===== src/rtl/mips_core_pkg.sv =====
// Shared types for the MIPS out-of-order core: ROB tag/data widths, CDB requester ids
// and the {tag, data} entry carried by the common data bus.
`ifndef ROB_DEPTH_BITS
`define ROB_DEPTH_BITS 6
`endif
`ifndef DATA_WIDTH
`define DATA_WIDTH 32
`endif

package mips_core_pkg;

  localparam int ROB_DEPTH_BITS = `ROB_DEPTH_BITS;
  localparam int DATA_WIDTH     = `DATA_WIDTH;
  localparam int NUM_CDB_REQ    = 3;

  typedef enum logic [1:0] {
    CDB_REQ_ALU    = 2'd0,
    CDB_REQ_LOAD   = 2'd1,
    CDB_REQ_BRANCH = 2'd2
  } CdbReqId;

  typedef struct packed {
    logic [ROB_DEPTH_BITS-1:0] tag;
    logic [DATA_WIDTH-1:0]     data;
  } CdbEntry;

endpackage


===== src/rtl/cdb_arbiter_if.sv =====
// Requester-side handshake bundle (one lane per requester) and the common data bus
// broadcast bundle driven by the arbiter.
interface cdb_arbiter_if
  import mips_core_pkg::*;
#(
  parameter int NUM_REQ = NUM_CDB_REQ
) ();

  logic [NUM_REQ-1:0]                     req_valid;
  logic [NUM_REQ-1:0][ROB_DEPTH_BITS-1:0] req_tag;
  logic [NUM_REQ-1:0][DATA_WIDTH-1:0]     req_data;
  logic [NUM_REQ-1:0]                     req_ready;

  modport master (
    output req_valid,
    output req_tag,
    output req_data,
    input  req_ready
  );

  modport slave (
    input  req_valid,
    input  req_tag,
    input  req_data,
    output req_ready
  );

endinterface

interface common_data_bus_ifc
  import mips_core_pkg::*;
();

  logic                      cdb_valid;
  logic [ROB_DEPTH_BITS-1:0] cdb_tag;
  logic [DATA_WIDTH-1:0]     cdb_data;

  modport master (
    output cdb_valid,
    output cdb_tag,
    output cdb_data
  );

  modport slave (
    input cdb_valid,
    input cdb_tag,
    input cdb_data
  );

endinterface


===== src/rtl/cdb_req_fifo.sv =====
// Per-requester holding buffer: small circular FIFO with a registered ready flag
// derived purely from occupancy, so ready never depends combinationally on inputs.
module cdb_req_fifo
  import mips_core_pkg::*;
#(
  parameter int DEPTH = 2
) (
  input  logic    clk,
  input  logic    rst_n,
  input  logic    flush,
  input  logic    push,
  input  logic    pop,
  input  CdbEntry din,
  output CdbEntry dout,
  output logic    ready,
  output logic    not_empty
);

  localparam int PTR_W = $clog2(DEPTH);
  localparam int CNT_W = $clog2(DEPTH + 1);

  CdbEntry          entry_mem [DEPTH];
  logic [PTR_W-1:0] wr_ptr_reg;
  logic [PTR_W-1:0] rd_ptr_reg;
  logic [CNT_W-1:0] count_reg;
  logic [CNT_W-1:0] count_next;
  logic             ready_reg;
  logic             do_push;
  logic             do_pop;

  // A held request on a full buffer is simply not consumed; the requester keeps it.
  assign do_push = push && ready_reg && !flush;
  assign do_pop  = pop && (count_reg != '0) && !flush;

  always_comb begin
    count_next = count_reg;
    case ({do_push, do_pop})
      2'b10:   count_next = count_reg + CNT_W'(1);
      2'b01:   count_next = count_reg - CNT_W'(1);
      default: count_next = count_reg;
    endcase
    if (flush) begin
      count_next = '0;
    end
  end

  always_ff @(posedge clk or negedge rst_n) begin
    if (!rst_n) begin
      wr_ptr_reg <= '0;
      rd_ptr_reg <= '0;
      count_reg  <= '0;
      ready_reg  <= 1'b1;
    end else begin
      count_reg <= count_next;
      ready_reg <= (count_next < CNT_W'(DEPTH));
      if (flush) begin
        wr_ptr_reg <= '0;
        rd_ptr_reg <= '0;
      end else begin
        if (do_push) begin
          wr_ptr_reg <= wr_ptr_reg + PTR_W'(1);
        end
        if (do_pop) begin
          rd_ptr_reg <= rd_ptr_reg + PTR_W'(1);
        end
      end
    end
  end

  always_ff @(posedge clk) begin
    if (do_push) begin
      entry_mem[wr_ptr_reg] <= din;
    end
  end

  assign dout      = entry_mem[rd_ptr_reg];
  assign ready     = ready_reg;
  assign not_empty = (count_reg != '0);

endmodule


===== src/rtl/cdb_arbiter.sv =====
// Common data bus arbiter: buffers results per requester, picks one per cycle in
// round-robin order and broadcasts it from a registered output stage.
module cdb_arbiter
  import mips_core_pkg::*;
#(
  parameter int NUM_REQ   = NUM_CDB_REQ,
  parameter int BUF_DEPTH = 2
) (
  input  logic       clk,
  input  logic       rst_n,
  input  logic       flush,
  cdb_arbiter_if.slave       req,
  common_data_bus_ifc.master cdb,
  output logic [1:0] cdb_src
);

  localparam int IDX_W = (NUM_REQ > 1) ? $clog2(NUM_REQ) : 1;

  CdbEntry            push_entry [NUM_REQ];
  CdbEntry            head       [NUM_REQ];
  logic [NUM_REQ-1:0] not_empty;
  logic [NUM_REQ-1:0] pop;
  logic [NUM_REQ-1:0] ready_vec;

  logic [IDX_W-1:0]   rr_ptr_reg;
  logic [IDX_W-1:0]   rr_ptr_next;
  logic [IDX_W-1:0]   grant_idx;
  logic [IDX_W-1:0]   cand;
  logic               grant_valid;

  logic               cdb_valid_reg;
  CdbEntry            cdb_entry_reg;
  logic [1:0]         cdb_src_reg;

  generate
    for (genvar gi = 0; gi < NUM_REQ; gi++) begin : g_req
      assign push_entry[gi] = {req.req_tag[gi], req.req_data[gi]};
      assign pop[gi]        = grant_valid && (grant_idx == IDX_W'(gi));

      cdb_req_fifo #(
        .DEPTH (BUF_DEPTH)
      ) u_fifo (
        .clk       (clk),
        .rst_n     (rst_n),
        .flush     (flush),
        .push      (req.req_valid[gi]),
        .pop       (pop[gi]),
        .din       (push_entry[gi]),
        .dout      (head[gi]),
        .ready     (ready_vec[gi]),
        .not_empty (not_empty[gi])
      );
    end
  endgenerate

  assign req.req_ready = ready_vec;

  // First non-empty buffer at or after rr_ptr, wrapping from NUM_REQ-1 back to 0.
  always_comb begin
    grant_valid = 1'b0;
    grant_idx   = '0;
    cand        = '0;
    for (int k = 0; k < NUM_REQ; k++) begin
      cand = IDX_W'((int'(rr_ptr_reg) + k) % NUM_REQ);
      if (!grant_valid && not_empty[cand]) begin
        grant_valid = 1'b1;
        grant_idx   = cand;
      end
    end
  end

  always_comb begin
    rr_ptr_next = rr_ptr_reg;
    if (grant_valid) begin
      rr_ptr_next = (grant_idx == IDX_W'(NUM_REQ - 1)) ? '0 : grant_idx + IDX_W'(1);
    end
  end

  // Idle cycles drop cdb_valid but keep the last tag/data/src on the bus.
  always_ff @(posedge clk or negedge rst_n) begin
    if (!rst_n) begin
      rr_ptr_reg    <= '0;
      cdb_valid_reg <= 1'b0;
      cdb_entry_reg <= '0;
      cdb_src_reg   <= '0;
    end else if (flush) begin
      rr_ptr_reg    <= '0;
      cdb_valid_reg <= 1'b0;
    end else begin
      rr_ptr_reg    <= rr_ptr_next;
      cdb_valid_reg <= grant_valid;
      if (grant_valid) begin
        cdb_entry_reg <= head[grant_idx];
        cdb_src_reg   <= 2'(grant_idx);
      end
    end
  end

  assign cdb.cdb_valid = cdb_valid_reg;
  assign cdb.cdb_tag   = cdb_entry_reg.tag;
  assign cdb.cdb_data  = cdb_entry_reg.data;
  assign cdb_src       = cdb_src_reg;

endmodule


===== src/flat_wrapper.sv =====
// flat-port wrapper written by rule: the top's interface ports become plain ports
module cdb_arbiter_flat import mips_core_pkg::*;
#(
  parameter int NUM_REQ   = NUM_CDB_REQ,
  parameter int BUF_DEPTH = 2
)
  (clk, rst_n, flush, cdb_src, req_req_valid, req_req_tag, req_req_data, req_req_ready, cdb_cdb_valid, cdb_cdb_tag, cdb_cdb_data);
  cdb_arbiter_if #(.NUM_REQ(NUM_REQ)) req_i ();
  common_data_bus_ifc cdb_i ();
  input  logic clk;
  input  logic rst_n;
  input  logic flush;
  output logic [1:0] cdb_src;
  input wire logic [$bits(req_i.req_valid)-1:0] req_req_valid;
  input wire logic [$bits(req_i.req_tag)-1:0] req_req_tag;
  input wire logic [$bits(req_i.req_data)-1:0] req_req_data;
  output wire logic [$bits(req_i.req_ready)-1:0] req_req_ready;
  output wire logic [$bits(cdb_i.cdb_valid)-1:0] cdb_cdb_valid;
  output wire logic [$bits(cdb_i.cdb_tag)-1:0] cdb_cdb_tag;
  output wire logic [$bits(cdb_i.cdb_data)-1:0] cdb_cdb_data;
  assign req_i.req_valid = req_req_valid;
  assign req_i.req_tag = req_req_tag;
  assign req_i.req_data = req_req_data;
  assign req_req_ready = req_i.req_ready;
  assign cdb_cdb_valid = cdb_i.cdb_valid;
  assign cdb_cdb_tag = cdb_i.cdb_tag;
  assign cdb_cdb_data = cdb_i.cdb_data;
  cdb_arbiter #(.NUM_REQ(NUM_REQ), .BUF_DEPTH(BUF_DEPTH)) u_core (.clk(clk), .rst_n(rst_n), .flush(flush), .req(req_i), .cdb(cdb_i), .cdb_src(cdb_src));
endmodule

===== config.mk =====
export PLATFORM = sky130hd
export DESIGN_NAME = cdb_arbiter_flat
export DESIGN_NICKNAME = d
export VERILOG_FILES = /design/src/rtl/mips_core_pkg.sv /design/src/rtl/cdb_arbiter_if.sv /design/src/rtl/cdb_req_fifo.sv /design/src/rtl/cdb_arbiter.sv /design/src/flat_wrapper.sv
export SDC_FILE = /design/constraint.sdc
export NUM_CORES = 1
export LEC_CHECK = 0
export CAP_MARGIN = 10
export CORE_MARGIN = 2
export CORE_UTILIZATION = 45
export CTS_CLUSTER_DIAMETER = 200
export DETAILED_ROUTE_END_ITERATION = 7
export PLACE_DENSITY_LB_ADDON = 0.15
export SLEW_MARGIN = 20
export SYNTH_ARGS = -nofsm -noshare
export SYNTH_HDL_FRONTEND = slang
export SYNTH_SLANG_ARGS = --single-unit
export TNS_END_PERCENT = 10

===== constraint.sdc =====
create_clock -name clk -period 7.05 [get_ports clk]
set_clock_uncertainty 0.1 [all_clocks]
set_input_delay 1.0575 -clock clk [delete_from_list [all_inputs] [get_ports clk]]
set_output_delay 1.0575 -clock clk [all_outputs]
set_load 0.01 [all_outputs]

==> results of run 1 <==
final timing paths:
check	startpoint	to	slack (ns)
max in group asynchronous	rst_n	u_core.g_req[1].u_fifo.rd_ptr_reg$_DFFE_PN0P_	5.73
worst min-delay path	u_core.cdb.cdb_data[10]$_DFFE_PN0P_	u_core.cdb.cdb_data[10]$_DFFE_PN0P_	0.40
min in group asynchronous	rst_n	u_core.cdb.cdb_data[9]$_DFFE_PN0P_	0.51
worst max register to register	u_core.rr_ptr_reg[0]$_DFFE_PN0P_	u_core.g_req[1].u_fifo.count_reg[1]$_DFF_PN0_	3.24
worst min register to register	u_core.cdb.cdb_data[10]$_DFFE_PN0P_	u_core.cdb.cdb_data[10]$_DFFE_PN0P_	0.40
worst max-delay path	u_core.rr_ptr_reg[0]$_DFFE_PN0P_	u_core.g_req[1].u_fifo.count_reg[1]$_DFF_PN0_	3.24
area by class of cell:
| type | count | area (sq um) | share of cell area (%) |
|---|---|---|---|
| Clock buffer | 38 | 790 | 5.48 |
| Timing Repair Buffer | 170 | 1700 | 11.8 |
| Tap cell | 330 | 413 | 2.86 |
| Multi-Input combinational cell | 400 | 3020 | 20.9 |
| Clock inverter | 14 | 139 | 0.963 |
| Sequential cell | 286 | 8310 | 57.6 |
| Inverter | 13 | 48.8 | 0.338 |
per-stage QoR:
| step | util, % | instances | hold WS [ns] | power (uW) | worst slack [ns] |
|---|---|---|---|---|---|
| 2_1_floorplan | - | 762 | 0.394 | 2390 | 3.45 |
| 3_3_place_gp | 53.3 | 1198 | 0.393 | 2790 | 2.90 |
| 3_5_place_dp | 53.4 | 1199 | 0.384 | 2810 | 2.79 |
| 4_1_cts | 57.1 | 1251 | 0.398 | 4300 | 3.27 |
| 5_1_grt | 57.1 | 1251 | 0.430 | 4420 | 2.89 |
| 6_report | 57.1 | 1251 | 0.404 | 4270 | 3.24 |
placed cells by master, fill, tap and decap left out, types with 7 or more instances in the layout:
cell type	count
xnor2_1	7
clkbuf_16	29
o311ai_0	9
o31ai_1	21
dfrtp_1	52
clkinv_1	7
mux2_2	39
ha_1	9
clkdlybuf4s50_1	162
nand2_1	26
a2111oi_0	39
nand3_1	19
nor2b_1	79
a221oi_1	39
o311ai_1	8
edfxtp_1	228
a32oi_1	22
nor2_1	23
buf_4	7
inv_1	11
a21oi_1	9
cell families after synthesis:
logic type	share of synthesized area, %
xor+xnor	0.755
mux	3.79
compound gates	11.7
flops	71.6
simple gates	8.37
buf+inv	2.81
fa+ha+maj	0.971
worst max-delay path: stages (launching register included):
cell and delay, ns:
dfrtp_1 0.38, inv_1 0.07, ha_1 0.54, nor4b_1 0.29, a221oi_1 0.13, nor2_4 0.80
o21ai_0 0.42, inv_1 0.14, ha_1 0.20, xnor2_1 0.13, nor2_1 0.07, xnor2_1 0.12
or2_2 0.29, inv_1 0.06
cells in the mapped netlist (all sizes together) (7+ instances only):
| master | number | share of area [%] |
|---|---|---|
| nand3 | 20 | 0.86 |
| a32oi | 22 | 1.7 |
| a2111oi | 39 | 2.9 |
| or2 | 7 | 0.38 |
| o31ai | 22 | 1.5 |
| xnor2 | 7 | 0.53 |
| clkbuf | 40 | 1.3 |
| inv | 13 | 0.42 |
| mux2 | 39 | 3.8 |
| nor2 | 27 | 0.87 |
| o311ai | 17 | 1.3 |
| dfrtp | 55 | 12 |
| buf | 23 | 1.1 |
| nand2 | 27 | 0.87 |
| a21oi | 9 | 0.39 |
| ha | 9 | 0.97 |
| edfxtp | 228 | 59 |
| nor2b | 79 | 4.3 |
| a221oi | 39 | 2.9 |
where the power goes:
group	internal, uW	switching (uW)
Clock	889	599
Sequential	2000	114
Combinational	365	300
routing by layer:
layer  GRT usage, %  vias up
met3           3.19       49
met4           5.38        0
met2           33.4      284
met5              0        -
li1               -     3290
met1           26.9     3533
==> summary.txt, run 1 <==
Yosys
  • Asr flop ratio synth: approximately 20%
  • Post-synth EDFFs: about 230
  • Synth warn: 0
  • Yosys reg bits: approximately 290
  • Top FF cell, synth: edfxtp_1
  • Sequential-to-total area share from yosys stat: 71.6%
  • Cells after Synth: approximately 760
  • Distinct cells, synth: 46
  • Avg Inst Size Synth: 15.2 sq um
  • Synthesized net count: around 900
  • Synthesized area: between 10000 and 15000 sq um

Drt
  • Drc violations: 0
  • Max layer used: met4
  • WL met1: between 10000 and 15000 um
  • Final wirelength: ~27000 um
  • DR pass1 iterations: 4
  • Vias per std cell: ~5.7
  • Via count: between 7000 and 8000
  • Avg WL per Cell: between 20 and 25 um
  • Antenna-violating nets left: 0
  • Drt initial violations: 384
  • Routed wl met3: 1710 um
  • Total length of routed met2 wires: 13100 um

Floorplanning
  • Core Box Area: approximately 25000 sq um
  • Starting Density: a little under half
  • Die Footprint: approximately 27000 sq um
  • DIE WIDTH: roughly 160 um
  • Die height: 165 um
  • Row count: slightly below 60
  • Ports: 164

Placed design
  • Number of port buffers: 163
  • Post-DP HPWL: between 15000 and 20000 um
  • DP Area: 13500 sq um
  • Gpl congestion: ~0.85

Global route
  • First-pass GRT wire length: between 40000 and 50000 um
  • Tot GR Track Use: 19.8%
  • Largest net degree at the start of global routing: 59
  • Vias in the first global route: 7303
  • Antenna violations before repair: 0
  • GR Overflow Total: 0

Worst setup path
  • Worst Path Required: approximately 7.4 ns
  • Reg2reg path depth: 13
  • Crit path capture type: register
  • CP max FO: 41
  • Startpoint types: register
  • Crit Path Class: reg2reg
  • CP arrival: 4.18 ns

Power and ir drop
  • Worst ir drop on vdd: around 0.00014 V
  • Pwr dens: 296 nW/um^2
  • Leak: around 0.0049 uW

STA
  • RSZ-0062 raised after global routing: no
  • Fmax: around 0.26 GHz
  • Fin crit share: 54.0%
  • Final Hold Vio Count: 0
  • Max transition margin: 29.6%
  • Final setup vio count: 0
  • Setup total negative slack: 0 ns
  • Final Slew Violations: 0
  • Min Tclk post-route: approximately 3.8 ns
  • Worst slew pin tran: around 1.1 ns

Run
  • Total of max-cap violations: 0

Final layout
  • Largest register FFs: approximately 230
  • Post-route cell area: around 14000 sq um
  • Layout net count: a little over 1000
  • Ant. Diodes: 0
  • Fill cell total of the finished layout: a little under 2000
  • Share of layout cells above drive strength 1: 11.9%
  • Area grow syn2layout: 24.3%
  • Reg with most FFs: u_core.g_req.u_fifo.entry_mem

Clock network
  • Setup repair bufs after CTS: 0
  • Post-CTS sizing: 0
  • Worst skew pair latency: around 0.54 ns
  • Clock sink count: between 200 and 300
  • CTS hold repair buffers: 0
  • Clock Tree Buf Depth: 3
  • Reg clk slew, reported paths: roughly 0.06 ns
  • H-tree Lvls: 1
  • CTS Buf Count: 29
  • Root Buffer: clkbuf_16
  • CTS tree: done

Hold path
  • Worst Hold Class: reg2reg
  • Cell count of the worst hold path: 2

Outcome
  • Status: finished, final reports clean
(Power assumes the default switching activity.)
==> run 2: changes to the inputs <==
Clock period 7.05 ns to 3.8 ns, I/O delays scaled along.
==> run 2 against run 1 <==
  * Final cell count is 1.7% higher
  * Global-route usage is 1.1 points higher
  * Sequential power is 85% higher
  * Register-to-register slack worse by 2.9 ns
  * Non-clock buffer count is 15 higher
  * Critical endpoint is now u_core.g_req[0].u_fifo.count_reg[1]$_DFF_PN0_
  * Critical path type unchanged
  * Hold slack worse by 0.39 ns
  * Core utilization is 0.86 points higher
==> summary.txt, run 2 (same netlist as run 1, synthesis figures left out) <==
Placed design
  • Gpl congestion: 0.842 (was 0.854)
  • Number of port buffers: 163 (unchanged)
  • Post-DP HPWL: 18000 um (was 16800 um)

Drt
  • Via count: 7310 (was 7156)
  • Drc violations: 0 (unchanged)
  • Drt initial violations: 666 (was 384)
  • Vias per std cell: 5.75 (was 5.72)
  • Final wirelength: 28300 um (was 26800 um)
  • Antenna-violating nets left: 0 (unchanged)
  • DR pass1 iterations: 5 (was 4)
  • Avg WL per Cell: 22.3 um (was 21.5 um)

Final layout
  • Layout net count: 1047 (was 1029)
  • Ant. Diodes: 0 (unchanged)
  • Reg with most FFs: u_core.g_req.u_fifo.entry_mem (unchanged)
  • Final Util: 57.9% (was 57.1%)
  • Most common cell after layout, fill and taps aside: edfxtp_1 (unchanged)
  • Commonest non-fill, non-tap cells in the layout: edfxtp_1 (228), clkdlybuf4s50_1 (162), nor2b_1 (79) (unchanged)
  • Area grow syn2layout: 26.2% (was 24.3%)
  • Fill cell total of the finished layout: 1968 (was 1984)
  • Share of layout cells above drive strength 1: 13.7% (was 11.9%)
  • Largest register FFs: 228 (unchanged)

Power and ir drop
  • Clk pwr share: 36.1% (was 34.9%)
  • Switch Pwr: 1920 uW (was 1010 uW)
  • Pint: 6150 uW (was 3250 uW)
  • Share of total power in combinational logic: 15.4% (was 15.6%)
  • Pwr dens: 552 nW/um^2 (was 296 nW/um^2)
  • Fraction of power consumed by sequential logic: 48.4% (was 49.5%)
  • Leak: 0.00503 uW (was 0.00492 uW)
  • Sw frac: 23.8% (was 23.7%)
  • Worst ir drop on vdd: 0.000305 V (was 0.000144 V)

Clock network
  • CTS Buf Count: 31 (was 29)
  • Setup repair bufs after CTS: 0 (unchanged)
  • H-tree Lvls: 1 (unchanged)
  • Worst skew pair latency: 0.55 ns (was 0.54 ns)
  • CTS tree: done (unchanged)
  • Reg clk slew, reported paths: 0.06 ns (about the same)
  • Root Buffer: clkbuf_16 (unchanged)
  • Clock sink count: 286 (unchanged)
  • Clock Tree Buf Depth: 3 (unchanged)

Outcome
  • Status: finished, final reports clean (unchanged)

STA
  • Min Tclk post-route: 3.49 ns (was 3.81 ns)
  • Fmax: 0.287 GHz (was 0.263 GHz)
  • Final Slew Violations: 0 (unchanged)
  • Worst slew pin tran: 1.08 ns (was 1.06 ns)
  • Final setup vio count: 0 (unchanged)
  • Max transition margin: 28.0% (was 29.6%)
  • Fin crit share: 91.8% (was 54.0%)
  • Setup total negative slack: 0 ns (unchanged)
  • Final Hold Vio Count: 0 (unchanged)
  • RSZ-0062 raised after global routing: no (unchanged)

Floorplanning
  • DIE WIDTH: 165 um (unchanged)
  • Row count: 58 (unchanged)
  • Core Box Area: 25300 sq um (unchanged)
  • Ports: 164 (unchanged)
  • Starting Density: 45.9% (unchanged)
  • Die Footprint: 27100 sq um (unchanged)
  • Die height: 165 um (unchanged)

Global route
  • Antenna violations before repair: 0 (unchanged)
  • GR Overflow Total: 0 (unchanged)
  • Largest net degree at the start of global routing: 59 (unchanged)
  • Tot GR Track Use: 20.9% (was 19.8%)
  • Vias in the first global route: 7641 (was 7303)
  • First-pass GRT wire length: 43200 um (was 40700 um)

Worst setup path
  • Worst Path Required: 4.19 ns (was 7.42 ns)
  • Startpoint types: register (unchanged)
  • CP max FO: 13 (was 41)
  • Crit Path Class: reg2reg (unchanged)
  • CP arrival: 3.88 ns (was 4.18 ns)
  • Crit path capture type: register (unchanged)

Run
  • Total of max-cap violations: 0 (unchanged)

Hold path
  • Worst Hold Class: in2async (was reg2reg)
[run 2: path summary, 6_finish.rpt]
| path | from | end | slack, ns | cells after the start |
|---|---|---|---|---|
| worst max-delay path | u_core.rr_ptr_reg[0]$_DFFE_PN0P_ | u_core.g_req[0].u_fifo.count_reg[1]$_DFF_PN0_ | 0.31 | 13 |
| worst min-delay path | rst_n | u_core.cdb.cdb_data[11]$_DFFE_PN0P_ | 0.02 | 1 |
| worst max register to register | u_core.rr_ptr_reg[0]$_DFFE_PN0P_ | u_core.g_req[0].u_fifo.count_reg[1]$_DFF_PN0_ | 0.31 | 13 |
| worst min register to register | u_core.cdb_src[0]$_DFFE_PN0P_ | u_core.cdb_src[0]$_DFFE_PN0P_ | 0.39 | 2 |
| max in group asynchronous | rst_n | u_core.g_req[0].u_fifo.rd_ptr_reg$_DFFE_PN0P_ | 2.94 | 1 |
| min in group clk | u_core.cdb_src[0]$_DFFE_PN0P_ | u_core.cdb_src[0]$_DFFE_PN0P_ | 0.39 | 2 |
[run 2: critical path: stages, from the launching register on]
cell      delay (ns)
dfrtp_1         0.40
inv_1           0.09
ha_1            0.39
nor4b_1         0.50
a221oi_2        0.21
nor2_4          0.46
a21oi_1         0.15
and3_1          0.22
ha_1            0.21
xnor2_1         0.16
nor2_1          0.07
xnor2_1         0.11
or2_2           0.29
inv_1           0.06
[run 2: timing repair]
action,4_1_cts,5_1_grt
endpoints found under the setup margin,0,4
hold buffers,0,0
resized for setup,0,1
[run 2: cell type report]
type	instances	area, sq um	share of cell area (%)
Multi-Input combinational cell	401	3030	20.7
Clock inverter	12	133	0.906
Clock buffer	45	858	5.87
Sequential cell	286	8310	56.8
Inverter	13	48.8	0.333
Timing Repair Buffer	185	1840	12.6
Tap cell	330	413	2.82
[run 2: per-layer routing]
layer / share of wire (%) / wire (um) / vias to the layer above / GRT usage (%)
met1: 44 / 12300 / 3684 / 28.5
met4: 2.0 / 566 / 0 / 5.02
li1: - / - / 3329 / -
met3: 5.6 / 1600 / 46 / 3.26
met5: 0 / 0 / - / 0
met2: 49 / 13800 / 251 / 35.6
[run 2: per-stage QoR]
step           worst slack [ns]  hold WS, ns  total power [uW]  std cells  instance area, sq um
2_1_floorplan             0.692        0.174              4440        762                 11600
3_3_place_gp              0.577        0.383              5180       1214                 13600
3_5_place_dp              0.344        0.382              5220       1214                 13600
4_1_cts                   0.325       0.0498              8140       1271                 14600
5_1_grt                  0.0456        0.102              8390       1272                 14600
6_report                  0.310       0.0186              8070       1272                 14600
[run 2: power groups by stage]
stage               Clock, uW  Combinational, uW  Sequential (uW)
finish                   2920               1240             3910
global placement            0               1220             3960
CTS                      2970               1250             3910
floorplan                   0                455             3980
global route             3110               1340             3940
detailed placement          0               1250             3970
